## config.mk

```make
export PLATFORM = sky130hd
export DESIGN_NAME = pe_act_bcast_sched_flat
export DESIGN_NICKNAME = d
export VERILOG_FILES = /design/src/rtl/pe_act_bcast_sched_pkg.sv /design/src/rtl/pe_act_bcast_sched_if.sv /design/src/rtl/pe_act_bcast_sched.sv /design/src/flat_wrapper.sv
export SDC_FILE = /design/constraint.sdc
export NUM_CORES = 1
export LEC_CHECK = 0
export BUFFER_PORTS_ARGS = -buffer_cell sky130_fd_sc_hd__clkbuf_2
export CAP_MARGIN = 20
export CORE_MARGIN = 3
export CORE_UTILIZATION = 35
export DETAILED_ROUTE_END_ITERATION = 10
export PLACE_DENSITY_LB_ADDON = 0.25
export SYNTH_ARGS = -nofsm -noshare
export SYNTH_HDL_FRONTEND = slang
export SYNTH_SLANG_ARGS = --single-unit
```

## constraint.sdc

```tcl
create_clock -name clk -period 2.6 [get_ports clk]
set_input_delay 0.39 -clock clk [delete_from_list [all_inputs] [get_ports clk]]
set_output_delay 0.39 -clock clk [all_outputs]
set_load 0.02 [all_outputs]
```

## src/rtl/pe_act_bcast_sched_pkg.sv

```systemverilog
// Shared PE definitions for the activation broadcast scheduler: bus widths,
// PE count and FSM state encoding.
package pe_act_bcast_sched_pkg;

  localparam int unsigned PeDataBus    = 16;
  localparam int unsigned PeAddrBus    = 16;
  localparam int unsigned PeActNoBus   = 6;
  localparam int unsigned PeLayerNoBus = 2;
  localparam int unsigned PeNum        = 64;
  localparam int unsigned PeNumLog2    = $clog2(PeNum);

  typedef enum logic [1:0] {
    StIdle  = 2'd0,
    StLoad  = 2'd1,
    StBcast = 2'd2,
    StDone  = 2'd3
  } sched_state_e;

endpackage

```

## src/rtl/pe_act_bcast_sched_if.sv

```systemverilog
// Activation-queue and computation-beat channels of the broadcast scheduler.
// master: the scheduler; slave: queue/address stage side.
interface pe_act_bcast_sched_if
  import pe_act_bcast_sched_pkg::*;
#(
  parameter int unsigned DATA_W   = PeDataBus,
  parameter int unsigned ADDR_W   = PeAddrBus,
  parameter int unsigned ACT_NO_W = PeActNoBus,
  parameter int unsigned LAYER_W  = PeLayerNoBus
);
  logic                in_act_valid;
  logic                in_act_ready;
  logic [ADDR_W-1:0]   in_act_idx_i;
  logic [DATA_W-1:0]   in_act_value_i;
  logic                in_act_last;
  logic                comp_stall;
  logic                comp_en;
  logic [LAYER_W-1:0]  layer_idx;
  logic [ADDR_W-1:0]   in_act_idx;
  logic [ADDR_W-1:0]   out_act_idx;
  logic [ACT_NO_W-1:0] out_act_addr;
  logic [DATA_W-1:0]   in_act_value;

  modport master (
    input  in_act_valid, in_act_idx_i, in_act_value_i, in_act_last, comp_stall,
    output in_act_ready, comp_en, layer_idx, in_act_idx, out_act_idx, out_act_addr,
           in_act_value
  );

  modport slave (
    output in_act_valid, in_act_idx_i, in_act_value_i, in_act_last, comp_stall,
    input  in_act_ready, comp_en, layer_idx, in_act_idx, out_act_idx, out_act_addr,
           in_act_value
  );
endinterface

```

## src/rtl/pe_act_bcast_sched.sv

```systemverilog
// Per-PE scheduler broadcasting each accepted activation over all local output acts.
// Optional macro ACT_ZERO_SKIP_EN: zero-valued activations produce no beats.
module pe_act_bcast_sched
  import pe_act_bcast_sched_pkg::*;
#(
  parameter int unsigned DATA_W   = PeDataBus,
  parameter int unsigned ADDR_W   = PeAddrBus,
  parameter int unsigned ACT_NO_W = PeActNoBus,
  parameter int unsigned LAYER_W  = PeLayerNoBus
) (
  input  logic                clk,
  input  logic                rst,
  input  logic [5:0]          PE_IDX,
  input  logic                start,
  input  logic [LAYER_W-1:0]  cfg_layer_idx,
  input  logic [ACT_NO_W:0]   cfg_out_act_num,
  pe_act_bcast_sched_if.master bus,
  output logic                busy,
  output logic                layer_done
);

  localparam int unsigned CntW = ACT_NO_W + 1;

  sched_state_e        state_q, state_d;
  logic [LAYER_W-1:0]  layer_q, layer_d;
  logic [CntW-1:0]     num_q, num_d;
  logic [CntW-1:0]     cnt_q, cnt_d;
  logic [ADDR_W-1:0]   idx_q, idx_d;
  logic [DATA_W-1:0]   val_q, val_d;
  logic                last_q, last_d;

  logic                ready;
  logic                comp_en;
  logic                load;
  logic                skip;
  logic                final_beat;
  logic                in_bcast;
  logic [ADDR_W-1:0]   oidx;

  assign in_bcast   = (state_q == StBcast);
  assign final_beat = (cnt_q == num_q - CntW'(1));

`ifdef ACT_ZERO_SKIP_EN
  assign skip = (num_q == '0) || (bus.in_act_value_i == '0);
`else
  assign skip = (num_q == '0);
`endif

  always_comb begin
    state_d = state_q;
    layer_d = layer_q;
    num_d   = num_q;
    cnt_d   = cnt_q;
    idx_d   = idx_q;
    val_d   = val_q;
    last_d  = last_q;
    ready   = 1'b0;
    comp_en = 1'b0;
    load    = 1'b0;

    unique case (state_q)
      StIdle: begin
        if (start) begin
          layer_d = cfg_layer_idx;
          num_d   = cfg_out_act_num;
          state_d = StLoad;
        end
      end
      StLoad: begin
        ready = 1'b1;
        load  = bus.in_act_valid;
      end
      StBcast: begin
        comp_en = ~bus.comp_stall;
        if (comp_en) begin
          if (!final_beat) begin
            cnt_d = cnt_q + CntW'(1);
          end else if (last_q) begin
            state_d = StDone;
          end else begin
            // Accepting on the final beat keeps the broadcast bubble-free.
            ready = 1'b1;
            load  = bus.in_act_valid;
            if (!bus.in_act_valid) state_d = StLoad;
          end
        end
      end
      StDone: state_d = StIdle;
      default: state_d = StIdle;
    endcase

    if (load) begin
      idx_d   = bus.in_act_idx_i;
      val_d   = bus.in_act_value_i;
      last_d  = bus.in_act_last;
      cnt_d   = '0;
      state_d = skip ? (bus.in_act_last ? StDone : StLoad) : StBcast;
    end
  end

  always_ff @(posedge clk or posedge rst) begin
    if (rst) begin
      state_q <= StIdle;
      layer_q <= '0;
      num_q   <= '0;
      cnt_q   <= '0;
      idx_q   <= '0;
      val_q   <= '0;
      last_q  <= 1'b0;
    end else begin
      state_q <= state_d;
      layer_q <= layer_d;
      num_q   <= num_d;
      cnt_q   <= cnt_d;
      idx_q   <= idx_d;
      val_q   <= val_d;
      last_q  <= last_d;
    end
  end

  // Output acts are interleaved across PEs: global index = local * PeNum + PE.
  assign oidx = (ADDR_W'(cnt_q) << PeNumLog2) + ADDR_W'(PE_IDX);

  assign bus.in_act_ready = ready;
  assign bus.comp_en      = comp_en;
  assign bus.layer_idx    = layer_q;
  assign bus.in_act_idx   = idx_q;
  assign bus.in_act_value = val_q;
  assign bus.out_act_addr = in_bcast ? cnt_q[ACT_NO_W-1:0] : '0;
  assign bus.out_act_idx  = in_bcast ? oidx : '0;
  assign busy             = (state_q != StIdle);
  assign layer_done       = (state_q == StDone);

endmodule
```

## src/flat_wrapper.sv

```systemverilog
// flat-port wrapper written by rule: the top's interface ports become plain ports
module pe_act_bcast_sched_flat import pe_act_bcast_sched_pkg::*;
#(
  parameter int unsigned DATA_W   = PeDataBus,
  parameter int unsigned ADDR_W   = PeAddrBus,
  parameter int unsigned ACT_NO_W = PeActNoBus,
  parameter int unsigned LAYER_W  = PeLayerNoBus
)
  (clk, rst, PE_IDX, start, cfg_layer_idx, cfg_out_act_num, busy, layer_done, bus_in_act_valid, bus_in_act_idx_i, bus_in_act_value_i, bus_in_act_last, bus_comp_stall, bus_in_act_ready, bus_comp_en, bus_layer_idx, bus_in_act_idx, bus_out_act_idx, bus_out_act_addr, bus_in_act_value);
  pe_act_bcast_sched_if #(.DATA_W(DATA_W), .ADDR_W(ADDR_W), .ACT_NO_W(ACT_NO_W), .LAYER_W(LAYER_W)) bus_i ();
  input  logic clk;
  input  logic rst;
  input  logic [5:0] PE_IDX;
  input  logic start;
  input  logic [LAYER_W-1:0] cfg_layer_idx;
  input  logic [ACT_NO_W:0] cfg_out_act_num;
  output logic busy;
  output logic layer_done;
  input wire logic [$bits(bus_i.in_act_valid)-1:0] bus_in_act_valid;
  input wire logic [$bits(bus_i.in_act_idx_i)-1:0] bus_in_act_idx_i;
  input wire logic [$bits(bus_i.in_act_value_i)-1:0] bus_in_act_value_i;
  input wire logic [$bits(bus_i.in_act_last)-1:0] bus_in_act_last;
  input wire logic [$bits(bus_i.comp_stall)-1:0] bus_comp_stall;
  output wire logic [$bits(bus_i.in_act_ready)-1:0] bus_in_act_ready;
  output wire logic [$bits(bus_i.comp_en)-1:0] bus_comp_en;
  output wire logic [$bits(bus_i.layer_idx)-1:0] bus_layer_idx;
  output wire logic [$bits(bus_i.in_act_idx)-1:0] bus_in_act_idx;
  output wire logic [$bits(bus_i.out_act_idx)-1:0] bus_out_act_idx;
  output wire logic [$bits(bus_i.out_act_addr)-1:0] bus_out_act_addr;
  output wire logic [$bits(bus_i.in_act_value)-1:0] bus_in_act_value;
  assign bus_i.in_act_valid = bus_in_act_valid;
  assign bus_i.in_act_idx_i = bus_in_act_idx_i;
  assign bus_i.in_act_value_i = bus_in_act_value_i;
  assign bus_i.in_act_last = bus_in_act_last;
  assign bus_i.comp_stall = bus_comp_stall;
  assign bus_in_act_ready = bus_i.in_act_ready;
  assign bus_comp_en = bus_i.comp_en;
  assign bus_layer_idx = bus_i.layer_idx;
  assign bus_in_act_idx = bus_i.in_act_idx;
  assign bus_out_act_idx = bus_i.out_act_idx;
  assign bus_out_act_addr = bus_i.out_act_addr;
  assign bus_in_act_value = bus_i.in_act_value;
  pe_act_bcast_sched #(.DATA_W(DATA_W), .ADDR_W(ADDR_W), .ACT_NO_W(ACT_NO_W), .LAYER_W(LAYER_W)) u_core (.clk(clk), .rst(rst), .PE_IDX(PE_IDX), .start(start), .cfg_layer_idx(cfg_layer_idx), .cfg_out_act_num(cfg_out_act_num), .bus(bus_i), .busy(busy), .layer_done(layer_done));
endmodule
```

Word-level counts from Yosys, hierarchy flattened:

Index checks and enable logic that the tools add are counted.

* logic and storage cells: 53
* bits of input ports: 53
* register bits: 51

* equal/unequal tests: 10
* bitwise operators: 1
* reductions and logical operators: 8
* add/subtract/negate cells: 3
* mux-type cells: 24

Operators by type and width (number)
* two-way mux 7 bit: 4
* two-way mux 16 bit: 1
* two-way mux 2 bit: 8
* adder 13 x 6 -> 14 bit: 1
* adder 7 x 1 -> 7 bit (second input constant): 1
* equality test 7 bit: 1
* zero test 7 bit: 1
* two-way mux 1 bit: 7
* subtractor 7 x 1 -> 7 bit (second input constant): 1
* two-way mux 6 bit: 1
* inequality test 3 x 2 -> 1 bit (second input constant): 2
* case mux 2 bit (3 select lines): 1
* AND reduction 5 bit: 1
* equality test 2 bit (second input constant): 2
* inequality test 2 x 1 -> 1 bit (second input constant): 2
* inequality test 4 x 2 -> 1 bit (second input constant): 1
* case mux 1 bit (2 select lines): 2
* nonzero test 2 bit: 2
* nonzero test 4 bit: 1
* inequality test 3 x 1 -> 1 bit (second input constant): 1
* AND reduction 3 bit: 1
* equality test 2 x 1 -> 1 bit (second input constant): 1
* zero test 2 bit: 1
* AND reduction 2 bit: 1
* inverter 1 bit: 1

Longest topological paths before layout:

Gate-level depths: netlist (run 1).

* depth after elaboration: 7
* mapped depth: 10

Least setup slack after synthesis (run 1):

No wires, ideal clock.

* kind: register to register
* start: register u_core.num_q[0]
* end: register u_core.idx_q[0] (netlist: u_core.bus.in_act_idx[0])
* clock period less this slack: 2.441 ns
* cell stages (with the launch flop): 11
* path slack: 0.159 ns
* path buffers: 2
* setup time: 0.125 ns
* arrival: 2.316 ns
* path through: dfrtp_1 > inv_1 > ha_1 > nand2_1 > o31ai_1 > o2111ai_2 > nor4_2 > o211a_1 > buf_6 > buf_8 > mux2_4

* longest elaborated chain between the ends: 5

RTL lines
* from (decl): line pe_act_bcast_sched.sv:26 `logic [CntW-1:0] num_q, num_d;`
* from (signal assigned): line pe_act_bcast_sched.sv:113 `num_q <= num_d;`
* subtractor 7 x 1 -> 7 bit: line pe_act_bcast_sched.sv:41 `assign final_beat = (cnt_q == num_q - CntW'(1));`
* equality test 7 bit: line pe_act_bcast_sched.sv:41
* two-way mux 1 bit: line pe_act_bcast_sched.sv:76 `if (!final_beat) begin`
* two-way mux 1 bit: line pe_act_bcast_sched.sv:75 `if (comp_en) begin`
* case mux 1 bit (2 select lines): line pe_act_bcast_sched.sv:61 `unique case (state_q)`
* to (signal assigned): line pe_act_bcast_sched.sv:115 `idx_q <= idx_d;`
* to (decl): line pe_act_bcast_sched.sv:28 `logic [ADDR_W-1:0] idx_q, idx_d;`

Every way passes these cells.
A chain may end at the register's enable or synchronous reset.

Worst setup path in the final report (run 1):

* start: register u_core.num_q[1]
* end: output port bus_in_act_ready

* longest elaborated chain between the ends: 5

RTL lines
* subtractor 7 x 1 -> 7 bit: line pe_act_bcast_sched.sv:41
* equality test 7 bit: line pe_act_bcast_sched.sv:41
* two-way mux 1 bit: line pe_act_bcast_sched.sv:76
* two-way mux 1 bit: line pe_act_bcast_sched.sv:75
* case mux 1 bit (2 select lines): line pe_act_bcast_sched.sv:61
* to (decl): line flat_wrapper.sv:24 `output wire logic [$bits(bus_i.in_act_ready)-1:0] bus_in_act_ready;`

Every way passes these cells.

==> results of run 1 <==
-- cell usage in the layout (no fill, tap or decap), types with 2 or more instances in the layout --
master	instances
xnor2_1	4
nor4_4	2
nor2_1	9
conb_1	3
and3_1	4
buf_12	2
buf_4	7
or4_1	2
o211ai_1	3
inv_1	7
o31ai_1	3
clkbuf_2	109
and2_1	13
clkbuf_8	6
nand2_1	5
mux2_1	2
or3_1	2
nor3_1	2
mux2_4	31
mux2_2	10
mux2i_1	3
a21oi_1	4
xor2_1	8
dfrtp_1	51
ha_1	7
nand3_1	2
-- kinds of logic after synthesis --
family / count (synthesis) / share of synthesized area [%]
mux: 46 / 23.2
buf+inv: 24 / 6.50
xor+xnor: 12 / 3.87
flops: 51 / 47.0
simple gates: 45 / 9.50
other cells: 1 / 0.138
compound gates: 20 / 6.00
fa+ha+maj: 8 / 3.69
-- layout make-up --
cell class	instances	area [um2]	share of cell area (%)
repair buffers	118	638	18.4
flip-flops and latches	51	1280	36.8
inverters	8	30.0	0.867
clock inverters	2	16.3	0.469
well taps	99	124	3.58
multi-input cells	134	1300	37.5
clock buffers	6	82.6	2.38
-- report_power, final --
group	switching, mW	internal [mW]	total [mW]	leakage [nW]
logic	1.10	1.11	2.21	1.11
registers	0.306	1.16	1.47	0.617
clock network	0.274	0.218	0.491	0.0474
-- timing repair --
item / CTS / global route
setup endpoints to repair: 2 / 1
hold buffers: 0 / 0
pin swaps: 1 / 0
gates resized for setup: 1 / 4
setup buffers: 0 / 0
-- final timing paths --
| check | slack (ns) | to | start |
|---|---|---|---|
| setup reg to reg | 0.18 | u_core.bus.in_act_value[1] | u_core.num_q[1] |
| hold / removal | 0.23 | u_core.bus.in_act_value[0] | rst |
| min in group clk | 0.30 | u_core.bus.in_act_value[0] | bus_in_act_value_i[0] |
| max in group asynchronous | 1.94 | u_core.cnt_q[0] | rst |
| hold reg to reg | 0.51 | u_core.bus.in_act_value[0] | u_core.bus.in_act_value[0] |
| setup / recovery | 0.10 | bus_in_act_ready | u_core.num_q[1] |
-- through the flow --
step | std cells | hold WS [ns] | TNS, ns | power (mW) | cell area [um2]
finish | 418 | 0.228 | 0 | 4.17 | 3460
global route | 418 | 0.287 | -0.0253 | 4.44 | 3460
CTS | 418 | 0.254 | 0 | 4.18 | 3440
detailed placement | 410 | 0.477 | 0 | 3.66 | 3340
global placement | 410 | 0.471 | 0 | 3.63 | 3340
floorplan | 209 | 0.513 | 0 | 3.06 | 2720
-- flip-flops by register name, indices dropped and copies added, names as in the netlist --
name / flops
u_core.cnt_q: 7
u_core.num_q: 7
u_core.last_q: 1
u_core.bus.in_act_value: 16
u_core.bus.in_act_idx: 16
u_core.state_q: 2
u_core.bus.layer_idx: 2
-- routing by layer --
| metal | global-route usage (%) | vias up |
|---|---|---|
| met4 | 3.61 | 0 |
| met5 | 0 | - |
| met3 | 4.01 | 7 |
| met2 | 21.4 | 86 |
| li1 | - | 923 |
| met1 | 17.0 | 903 |
-- worst register-to-register path: stages (launching register included) --
cell,delay (ns)
dfrtp_1,0.40
inv_1,0.09
ha_2,0.22
o21ba_1,0.19
a22oi_2,0.23
o22ai_4,0.11
nor4_4,0.24
o211a_2,0.28
buf_12,0.21
mux2_1,0.34
==> impl_metrics.yaml, run 1 <==
detailed_routing:
  wl_mm: 5.74
  drtPass1Iterations: 4
  vias: 1919
  top_layer_used: "met4"
  viasPerCell: 4.59
  wl_met1_mm: 2.57
  ant_nets: 0
  wl_per_cell_um: 13.7
  route.detailed.drc: 0
  drt_iter0_drc: 28
  met3_length_um: 531
  met2_length_mm: 2.57
logic_synthesis:
  ys_warn_count: 0
  synth_most_common_cell: "dfrtp_1"
  netlist_area_um2: 2710
  synth_edf_count: 0
  synth_area_leaders: "dfrtp_1 (47%), mux2_4 (17%), mux2_2 (4.2%)"
  yosys_most_used_dff: "dfrtp_1"
  synth-seq-cells: 51
  synthArstFlopShare_pct: 100
  syn_area_per_cell_um2: 13.1
  synthCells: 207
  yosys.area.top_type: "dfrtp_1"
  synthTopCellsByCount: "dfrtp_1 (51), mux2_4 (31), and2_1 (13), buf_4 (10), mux2_2 (10)"
  ys_types: 39
  yosysTopAreaCellShare_pct: 47.0
  seq_area_frac_synth_pct: 47.0
setup_path:
  path_depth: 8
  crit_path_max_fanout: 6
  path_class: "flop to primary output"
  worstSetupStartpointType: "flop"
  required_ns: 2.21
  crit_arrival_ns: 2.11
  cp.buffers_inverters: 2
  path_delay_family: "compound AO/OA/AOI/OAI gates"
  end_kind: "primary output"
  path_cells: "inv_1 -> ha_2 -> o21ba_1 -> a22oi_2 -> o22ai_4 -> nor4_4 -> o21a_1 -> clkbuf_2"
  worst_r2r_path_depth: 9
  cp_slowest_cell: "dfrtp_1"
  critPathMaxStageDelay_ns: 0.40
global_routing:
  track_usage_pct: 13.2
  grt_max_degree: 52
  grt_pass1_wl_mm: 9.19
  grt.overflow.total: 0
  antenna_found_initial: 0
  grt_pass1_vias: 1963
sta:
  setup_slack_ns: 0.101
  clock.fmax_mhz: 400
  timing.final.crit_share_pct: 96.1
  fin_skew_ns: 0.00354
  hold_viol_final: 0
  worst_slew_pin_slew_ns: 0.646
  period_needed_ns: 2.50
  slew_headroom_pct: 56.9
  slew_violations: 0
  report.final.setup_viol: 0
clocking:
  cts_made_buffers: 5
  path_clk_slew_ns: 0.09
  cts_max_level: 2
  clk_latency_ns: 0.30
  cts_buffer_depth: 2
  cts_tree: "done"
  clock_sinks: 51
  cts_root_buf: "clkbuf_8"
placement:
  dp_worst_setup_slack_ns: 0.00989
  numPortBuffers: 109
  place_congestion: 0.770
  dp_hpwl_mm: 4.32
die:
  dieWidth_um: 94.0
  rows: 31
  core_um2: 7370
  dieArea_um2: 8840
  die_h_um: 94.0
  io_pins: 113
  initial_utilization_pct: 36.8
layout:
  final_core_util_pct: 47.0
  area_growth_pct: 27.7
  diodes: 0
  drive_gt1_share_pct: 55.5
  final_nets: 379
  fill_cells: 708
run:
  maxCapViolations: 0
status:
  outcome: "finished, final reports clean"
pwr:
  peakVddDrop_mv: 0.594
  powerDensity_nw_per_um2: 1200
  p_leak_nw: 1.77
min_path:
  hold_path_class: "input pin to asynchronous set/reset pin"
Note: power is estimated with default switching activity, not from simulation.
==> run 2, diff against run 1 <==
Settings changed: CORE_UTILIZATION 35 to 43.
==> impl_metrics.yaml, run 2 (synthesized netlist as in run 1, its figures left out) <==
setup_path:
  r2r-end: "u_core.bus.in_act_value[0]"
  required_ns: 2.21
  worstSetupStartpointType: "flop"
  crit_end: "bus_in_act_ready"
  crit_arrival_ns: 2.06
  reg2reg_slack_ns: 0.17
  worst_r2r_path_depth: 9
  path_class: "flop to primary output"
  crit_path_max_fanout: 6
  reg2reg_from: "u_core.num_q[1]"
  end_kind: "primary output"
  crit_start: "u_core.num_q[1]"
sta:
  report.final.setup_viol: 0
  clock.fmax_mhz: 409
  period_needed_ns: 2.45
  slew_violations: 0
  totalNegativeSetupSlack_ns: 0
  fin_skew_ns: 0.00769
  setup_slack_ns: 0.153
  timing.final.crit_share_pct: 94.1
  rsz0062_at_grt: "no"
  hold_viol_final: 0
detailed_routing:
  vias: 1902
  ant_nets: 0
  route.detailed.drc: 0
  wl_per_cell_um: 13.6
  drtPass1Iterations: 4
  drt_iter0_drc: 43
  viasPerCell: 4.83
  wl_mm: 5.37
placement:
  placedCellCount: 386
  dp_worst_setup_slack_ns: 0.0323
  dp_hpwl_mm: 4.21
  numPortBuffers: 109
  place_congestion: 0.807
pwr:
  p_leak_nw: 1.77
  switching_share_pct: 40.0
  clkPwrFrac_pct: 11.5
  peakVddDrop_mv: 0.628
  p_int_mw: 2.47
  comb_power_share_pct: 53.1
  power.switching_mw: 1.64
  seqPwrFrac_pct: 35.5
  powerDensity_nw_per_um2: 1200
global_routing:
  grt.overflow.total: 0
  grt_max_degree: 33
  antenna_found_initial: 0
  grt_pass1_wl_mm: 9.08
  track_usage_pct: 15.3
  grt_pass1_vias: 1936
clocking:
  cts_root_buf: "clkbuf_8"
  cts_hold_buf: 0
  cts_tree: "done"
  cts_setup_buffers: 0
  path_clk_slew_ns: 0.09
  cts_made_buffers: 5
  cts_max_level: 2
  clk_latency_ns: 0.30
  cts_buffer_depth: 2
  clock_sinks: 51
layout:
  final_cell_mix: "clkbuf_2 (109), dfrtp_1 (51), mux2_4 (31)"
  final_common_cell: "clkbuf_2"
  final_cell_count_no_fill: 394
  diodes: 0
  area_growth_pct: 26.0
  drive_gt1_share_pct: 55.2
  final_nets: 379
status:
  outcome: "finished, final reports clean"
run:
  maxCapViolations: 0
die:
  rows: 28
  io_pins: 113
  core_um2: 6030
  dieWidth_um: 85.4
  dieArea_um2: 7300
  initial_utilization_pct: 45.0
  die_h_um: 85.4
min_path:
  hold_path_class: "input pin to asynchronous set/reset pin"
-- run 2: cell types whose count changed in the layout (fill, tap and decap cells not counted) --
| cell | change |
|---|---|
| clkinvlp_4 | -1 |
| buf_4 | +1 |
| buf_12 | -1 |
| clkbuf_1 | +1 |
-- run 2: worst min-delay path by stage --
stage	endpoint	startpoint	slack (ns)	depth (start not counted)
6_report	u_core.bus.in_act_idx[14]	rst	0.006	2
2_1_floorplan	u_core.num_q[6]	u_core.num_q[6]	0.51	1
5_1_grt	u_core.bus.in_act_idx[14]	rst	0.01	2
3_3_place_gp	u_core.bus.in_act_idx[9]	rst	0.34	2
4_1_cts	u_core.bus.in_act_value[0]	rst	0.005	2
3_5_place_dp	u_core.bus.in_act_idx[12]	rst	0.34	2
-- run 2: layout make-up --
cell class / count / area, um2
Fill cell: 528 / 2610
Clock buffer: 7 / 86.3
Timing Repair Buffer: 118 / 626
Inverter: 8 / 30.0
Sequential cell: 51 / 1280
Tap cell: 75 / 93.8
Clock inverter: 1 / 8.76
Multi-Input combinational cell: 134 / 1300
-- run 2: worst max-delay path: stages, from the launching register on --
cell	delay (ns)
dfrtp_1	0.39
inv_1	0.07
ha_2	0.21
o21ba_1	0.18
a22oi_2	0.23
o22ai_4	0.11
nor4_4	0.26
o21a_1	0.14
clkbuf_2	0.17
-- run 2: through the flow --
step | hold slack, ns | utilization [%] | cell area [um2] | power [mW]
6_report | 0.00576 | 56.7 | 3420 | 4.12
5_1_grt | 0.0132 | 56.7 | 3420 | 4.40
4_1_cts | 0.00492 | 56.3 | 3390 | 4.13
3_5_place_dp | 0.345 | 54.7 | 3290 | 3.64
3_3_place_gp | 0.338 | 54.7 | 3290 | 3.59
2_1_floorplan | 0.513 | - | 2720 | 3.06
-- run 2: layer usage --
layer | up-vias | part of all wire [%] | track usage (%)
li1 | 923 | - | -
met1 | 889 | 44 | 20.2
met2 | 82 | 46 | 24.1
met3 | 8 | 9.2 | 5.24
met4 | 0 | 1.1 | 4.32
met5 | - | 0 | 0
-- run 2: power groups by stage --
stage	Combinational (mW)	Sequential, mW	Clock, mW
5_1_grt	2.36	1.52	0.520
3_5_place_dp	2.19	1.44	0
3_3_place_gp	2.14	1.45	0
2_1_floorplan	1.32	1.74	0
4_1_cts	2.19	1.45	0.492
6_report	2.18	1.46	0.472
-- run 2: what timing repair did --
item,4_1_cts,5_1_grt
gates resized for setup,1,4
setup endpoints to repair,1,35
pin swaps,0,1
gates cloned,0,0
